<file path="src/rtl/pad_cfg_serial_loader.sv">
// Shadow configuration store for the user pad ring plus the serial engine that
// shifts every pad word into the daisy-chained pad control registers and strobes a common load.
module pad_cfg_serial_loader #(
  parameter int                  NUM_PADS    = 38,
  parameter int                  CFG_BITS    = 13,
  parameter int                  CLK_DIV     = 4,
  parameter logic [CFG_BITS-1:0] DEFAULT_CFG = 13'h0403,
  parameter bit                  AUTO_START  = 1'b1,
  localparam int                 AW          = (NUM_PADS > 1) ? $clog2(NUM_PADS) : 1
) (
  input  logic                clock,
  input  logic                reset,
  input  logic                wr_en,
  input  logic [AW-1:0]       wr_addr,
  input  logic [CFG_BITS-1:0] wr_data,
  input  logic [AW-1:0]       rd_addr,
  output logic [CFG_BITS-1:0] rd_data,
  input  logic                start,
  output logic                busy,
  output logic                done,
  output logic                wr_err,
  output logic                serial_clock,
  output logic                serial_data,
  output logic                serial_load
);

  localparam int TOTAL = NUM_PADS * CFG_BITS;
  localparam int CW    = $clog2(TOTAL + 1);
  localparam int DW    = (CLK_DIV > 1) ? $clog2(CLK_DIV) : 1;

  // Handshake: a write is taken on any edge where wr_en=1, busy=0 and the address
  // is in range; start is a one-cycle request honoured only while busy=0, and busy
  // stays high from the first SHIFT cycle until done pulses on return to IDLE.
  typedef enum logic [1:0] {IDLE, SHIFT, LOAD, HOLD} state_t;

  state_t              state;
  logic [CFG_BITS-1:0] shadow [NUM_PADS];
  logic [TOTAL-1:0]    flat;
  logic [CW-1:0]       bit_cnt;
  logic [DW-1:0]       div_cnt;
  logic                phase;
  logic                auto_pend;
  logic                addr_ok;
  logic                wr_ok;
  logic                launch;
  logic                first_bit;
  logic                next_bit;
  logic                last_div;
  logic                last_bit;

  assign addr_ok  = int'(wr_addr) < NUM_PADS;
  assign wr_ok    = wr_en && !busy && addr_ok;
  assign launch   = (state == IDLE) && (start || auto_pend);
  assign last_div = div_cnt == DW'(CLK_DIV - 1);
  assign last_bit = bit_cnt == CW'(TOTAL - 1);
  assign rd_data  = (int'(rd_addr) < NUM_PADS) ? shadow[rd_addr] : '0;

  // Pad k occupies flat[k*CFG_BITS +: CFG_BITS], so the stream is simply flat MSB down.
  always_comb begin
    flat = '0;
    for (int k = 0; k < NUM_PADS; k++) begin
      flat[k*CFG_BITS +: CFG_BITS] = shadow[k];
    end
  end

  always_comb begin
    next_bit = 1'b0;
    for (int i = 0; i < TOTAL; i++) begin
      if (i == TOTAL - 2 - int'(bit_cnt)) next_bit = flat[i];
    end
  end

  // A write landing in the launch cycle must already be visible in the first bit.
  assign first_bit = (wr_ok && int'(wr_addr) == NUM_PADS - 1) ? wr_data[CFG_BITS-1]
                                                              : shadow[NUM_PADS-1][CFG_BITS-1];

  always_ff @(posedge clock or posedge reset) begin
    if (reset) begin
      for (int k = 0; k < NUM_PADS; k++) shadow[k] <= DEFAULT_CFG;
      wr_err <= 1'b0;
    end else begin
      if (wr_ok) shadow[wr_addr] <= wr_data;
      wr_err <= wr_en && (busy || !addr_ok);
    end
  end

  always_ff @(posedge clock or posedge reset) begin
    if (reset) begin
      state        <= IDLE;
      busy         <= 1'b0;
      done         <= 1'b0;
      serial_clock <= 1'b0;
      serial_data  <= 1'b0;
      serial_load  <= 1'b0;
      bit_cnt      <= '0;
      div_cnt      <= '0;
      phase        <= 1'b0;
      auto_pend    <= AUTO_START;
    end else begin
      done <= 1'b0;
      case (state)
        IDLE: begin
          auto_pend <= 1'b0;
          if (launch) begin
            state        <= SHIFT;
            busy         <= 1'b1;
            serial_data  <= first_bit;
            serial_clock <= 1'b0;
            bit_cnt      <= '0;
            div_cnt      <= '0;
            phase        <= 1'b0;
          end
        end
        SHIFT: begin
          if (!last_div) begin
            div_cnt <= div_cnt + 1'b1;
          end else begin
            div_cnt <= '0;
            if (!phase) begin
              phase        <= 1'b1;
              serial_clock <= 1'b1;
            end else begin
              phase        <= 1'b0;
              serial_clock <= 1'b0;
              if (last_bit) begin
                state       <= LOAD;
                serial_data <= 1'b0;
                serial_load <= 1'b1;
              end else begin
                bit_cnt     <= bit_cnt + 1'b1;
                serial_data <= next_bit;
              end
            end
          end
        end
        LOAD: begin
          if (!last_div) begin
            div_cnt <= div_cnt + 1'b1;
          end else begin
            div_cnt     <= '0;
            serial_load <= 1'b0;
            state       <= HOLD;
          end
        end
        HOLD: begin
          if (!last_div) begin
            div_cnt <= div_cnt + 1'b1;
          end else begin
            div_cnt <= '0;
            state   <= IDLE;
            busy    <= 1'b0;
            done    <= 1'b1;
          end
        end
        default: state <= IDLE;
      endcase
    end
  end

endmodule
</file>
<file path="config.mk">
export PLATFORM = sky130hd
export DESIGN_NAME = pad_cfg_serial_loader
export DESIGN_NICKNAME = d
export VERILOG_FILES = /design/src/rtl/pad_cfg_serial_loader.sv
export SDC_FILE = /design/constraint.sdc
export NUM_CORES = 2
export LEC_CHECK = 0
export ABC_CLOCK_PERIOD_IN_PS = 14000
export BUFFER_PORTS_ARGS = -buffer_cell sky130_fd_sc_hd__buf_4
export CORE_UTILIZATION = 58
export CTS_CLUSTER_DIAMETER = 100
export DETAILED_ROUTE_END_ITERATION = 6
export HOLD_SLACK_MARGIN = 0.03
export PLACE_DENSITY = 0.81
export SYNTH_ARGS = -nofsm -noshare
export SYNTH_HDL_FRONTEND = slang
export SYNTH_SLANG_ARGS = --single-unit
</file>
<file path="constraint.sdc">
create_clock -name clock -period 14 [get_ports clock]
set_input_delay 0.7 -clock clock [delete_from_list [all_inputs] [get_ports clock]]
set_output_delay 0.7 -clock clock [all_outputs]
set_load 0.03 [all_outputs]
</file>
---- After elaboration in Yosys (flattened, before gate mapping) ----
Cells that the tools add are included.
storage, ports and cells
  latch bits .............................. 0
  memories ................................ 0
  word-level logic and storage cells ...... 1,121
  bits in registers ....................... 514
  output and inout bits ................... 19
  RAM bits ................................ 0
  memory bits (read-only) ................. 0
  input port bits ......................... 29
cells by class
  shift operators ......................... 0
  $add $sub $neg .......................... 3
  reductions and logical operators ........ 22
  multipliers ............................. 0
  bitwise operators ....................... 2
  divide/modulo/power cells ............... 0
  equality and inequality tests ........... 506
  order comparisons ....................... 5
  muxes and demuxes ....................... 535
operator list
  kind                    number
  $eq A10 B10 Y1 const A  238
  $eq A9 B10 Y1 const A   128
  $eq A8 B10 Y1 const A   64
  $mux W1                 509
  $bwmux W494             1
  $eq A7 B10 Y1 const A   32
  $eq A6 B10 Y1 const A   16
  $eq A5 B10 Y1 const A   8
  $bmux W13 S6            1
  $demux W13 S6           1
  $mux W13                4
  $eq A4 B10 Y1 const A   4
  $mux W9                 4
  $logic_not A32 Y1       1
  $eq A3 B10 Y1 const A   2
  $pmux W9 S2             1
  $mux W2                 8
  $ge A7 B7 Y1 const B    2
  $ne A2 B2 Y1 const B    7
  $not A6 Y7              2
  $lt A6 B6 Y1 const B    2
  $eq A2 B10 Y1 const A   1
  $reduce_and A5 Y1       2
  $sub A9 B9 Y10 const A  1
  other kinds (19)        34

---- Logic depth before layout (Yosys ltp) ----
  depth in word-level cells ............... 500
  depth in mapped cells ................... 21
  gate-level depth less buffers ........... 15

---- Worst setup path after synthesis ----
Ideal clock, no wire load.
  path type ............................... in2out
  from .................................... input rd_addr[0]
  to ...................................... output rd_data[10]
  arrival ................................. 3.672 ns
  cell stages on the path ................. 10
  path slack .............................. 9.628 ns
  data required time ...................... 13.300 ns
  cells stage by stage .................... buf_2 -> buf_2 -> buf_2 -> clkbuf_1 -> buf_1 -> clkbuf_1 -> mux2i_1 -> o2bb2ai_1 -> nand2_1 -> o21ai_0
between the ends
  word-level cells in the longest chain between the ends .. 5
  elaborated cells on any way between the ends .. 6
  those cells by class .................... order compare (1); mux (4); bitwise (1)
ends and longest elaborated chain
  item                                          line  source
  from (decl)                                   16    input logic [AW-1:0] rd_addr,
  $not A6 Y7 (implied by the code)              56    assign rd_data = (int'(rd_addr) < NUM_PADS) ? shadow[rd_addr] : '0;
  $bmux W13 S6                                  56
  $mux W13 (implied by the code) (2 in series)  56
  $mux W13 *                                    56
  to (decl)                                     17    output logic [CFG_BITS-1:0] rd_data,
Mark *: on every way between the ends. The rest lies on a longest branch, timed or not. The select of a mux whose other input is x is not followed.

==> summary.txt <==
CP delay by family, top: compound AO/OA/AOI/OAI gates
Primary FF master, synth: dfrtp_1
FP Rows: 86
sequential area share after synthesis: 40.4%
WP buf/inv: 2
Sink Count: 514
I/O pin count: 48
clock latency on the worst-skew pair: 650 ps
nets@finish: 2945
CTS tree: yes
Crit path top cell by count: nor2_1
Mapped Area: 32200 um^2
count of non-filler cells in the finished layout: 3717
Max stage delay cell, worst path: o21ai_0
initial core utilization: 58.6%
failing checks: DRC, capacitance limit, slew limit
final slew viol count: 6
critical path required time: 14490 ps
area growth from synthesis to layout: 8.69%
port bufs: 47
vias in the first global route: 29900
Die H: 238 um
DR vias/cell: 8.28
setup violators final: 0
RSZ-0062 raised after global routing: false
CTS Buf Count: 54
Synthesis Warnings: 0
Routed wire per std cell: 44.0 um
CP Capture Type: register
DRT iter0 DRCs: 5196
minimum clock period: 6770 ps
leading area contributor after synthesis: dfrtp_1
Post-synth EDFFs: 0
total of max-cap violations: 1
layout cell share with drive strength beyond 1: 34.6%
global route overflow: 0
dpl hpwl: 110000 um
Clock Tree Root: clkbuf_16
die width: 238 um
Final Util: 63.7%
Pwr Density: 109 nW/um^2
top cell type's share of synthesized area: 31.0%
cts hold-fix bufs: 0
Filler cells: 4157
top cells by area, synth: dfrtp_1 (31%), mux2_2 (17%), dfstp_2 (9.4%)
# DRC: 30
Least-Margin Pin Slew: 1680 ps
Startpoint Class: register
initial antenna violation count: 15
crit path DAT: 7260 ps
routability congestion estimate: 1.13
max incr delay on CP: 1290 ps
most common cell after layout, fill and taps aside: mux2_2
Setup Fix Bufs, Post-CTS: 0
All-Layer GR Usage: 57.9%
Fin Setup TNS: 0 ps
post-CTS sizing: 0
H-tree levels: 2
die area: 56500 um^2
footprint of the multi-input gates: 18000 um^2
critical path peak fanout: 20
Crit Path Class: register to register
max_slew headroom: -13.5%
first-pass GRT wire length: 229000 um
placed cells: 3598
largest net degree at the start of global routing: 173
run status: finished with violations
Synth cell types: 119
Hold Crit Class: input port to async pin
drt pass-1 iters: 7
CP cell instances: inv_1 > ha_1 > nand3b_4 > nor2_1 > buf_4 > o21ai_0 > nor2_1 > a221o_1 > a311oi_2 > o2111ai_1 > a311o_1 > a211o_1 > o211ai_1 > a221oi_2 > a31oi_1 > o32ai_1
worst clock skew: 28.2 ps
final wirelength: 163000 um
Post-synth ARST share: 100%
Seq cells post-synth: 514
antenna-violating nets left: 0
synthesized instance count: 2977
maximum clock path buffer count: 3
maximum clock frequency: 148 MHz
Peak VDD IR: 125 uV
Final Hold Viols: 0
most frequent cells in the layout: mux2_2 (491), dfrtp_1 (399), nand2_1 (198), o21ai_0 (139), buf_4 (138)
Syn Area/Cell: 10.8 um^2
area occupied by registers: 13000 um^2
Via Count: 30792
Final Cycle Share: 48.4%
Leak: 14.7 nW
Core Box Area: 55000 um^2
syn nets: 3016
clock-pin transition on the worst setup and hold timing paths: 60 ps
## flip-flops by register name (all words and copies together) (netlist names)
| signal | cells |
|---|---|
| busy | 1 |
| wr_err | 1 |
| div_cnt | 2 |
| auto_pend | 1 |
| state | 2 |
| serial_data | 1 |
| serial_load | 1 |
| bit_cnt | 9 |
| phase | 1 |
| done | 1 |
| flat | 494 |
## layout make-up
type / count / share of cell area, %
multi-input combinational: 2161 / 51.5
antenna: 17 / 0.121
inverter: 35 / 0.386
tap: 748 / 2.67
timing repair buffer: 140 / 3.06
clock buffer: 79 / 4.35
sequential: 514 / 37.1
clock inverter: 23 / 0.789
## cells in the mapped netlist, types with 70 or more instances
cell,n
nor3_1,71
dfrtp_1,399
mux2i_1,86
mux4_2,93
nand2_1,199
o21ai_0,139
dfstp_2,115
mux2_2,491
a21oi_1,134
nor2_1,138
nand3_1,70
clkbuf_1,164
## per-layer routing
layer	vias to the layer above	GRT usage (%)	part of all wire, %
met3	1095	28.4	16
met4	12	44.8	10
met1	15009	69.4	34
met2	3234	79.1	39
li1	11442	-	-
met5	-	1.39	0.071
## report_power, final
group / switching, mW / total [mW] / internal [mW]
clock network: 0.659 / 1.51 / 0.851
logic: 0.271 / 0.479 / 0.208
registers: 0.172 / 1.82 / 1.65
total: 1.10 / 3.81 / 2.71
## stage by stage
stage               area, um^2  setup slack (ps)  power [mW]  hold WS (ps)
floorplan                32200              6410        2.06           446
global placement         33200              7820        2.26           457
detailed placement       33200              7690        2.29           484
CTS                      35000              7660        3.76           168
global route             35000              7140        3.87           214
finish                   35000              7230        3.81           167
## final timing paths
path / from / endpoint / slack (ps) / cells past startpoint
max in group asynchronous: reset / flat[411]$_DFFE_PP0P_ / 11380 / 4
setup reg to reg: bit_cnt[0]$_DFFE_PP0P_ / serial_data$_DFFE_PP0P_ / 7230 / 16
setup / recovery: bit_cnt[0]$_DFFE_PP0P_ / serial_data$_DFFE_PP0P_ / 7230 / 16
min in group clock: wr_en / wr_err$_DFF_PP0_ / 310 / 2
hold / removal: reset / flat[48]$_DFFE_PP0P_ / 170 / 2
hold reg to reg: auto_pend$_DFFE_PP1P_ / auto_pend$_DFFE_PP1P_ / 490 / 1
## worst register-to-register path: stages, from the launching register on
cell and delay (ps):
dfrtp_1 620, inv_1 320, ha_1 610, nand3b_4 400, nor2_1 130, buf_4 180, o21ai_0 1290, nor2_1 490
a221o_1 460, a311oi_2 370, o2111ai_1 200, a311o_1 450, a211o_1 300, o211ai_1 270, a221oi_2 170, a31oi_1 260
o32ai_1 110
## logic make-up (layout without fill, tap and decap cells)
| group | Yosys count | in the layout | share of synthesized area [%] |
|---|---|---|---|
| AO/OA/AOI/OAI | 826 | 826 | 18.5 |
| multiplexers | 670 | 670 | 26.3 |
| AND/OR/NAND/NOR | 651 | 651 | 10.3 |
| flip-flops | 514 | 514 | 40.4 |
| buffers and inverters | 302 | 277 | 4.01 |
| adder cells (fa/ha/maj) | 10 | 10 | 0.388 |
| XOR/XNOR | 4 | 4 | 0.109 |
| other | 0 | 17 | 0 |
Note: power is estimated with default switching activity, not from simulation.
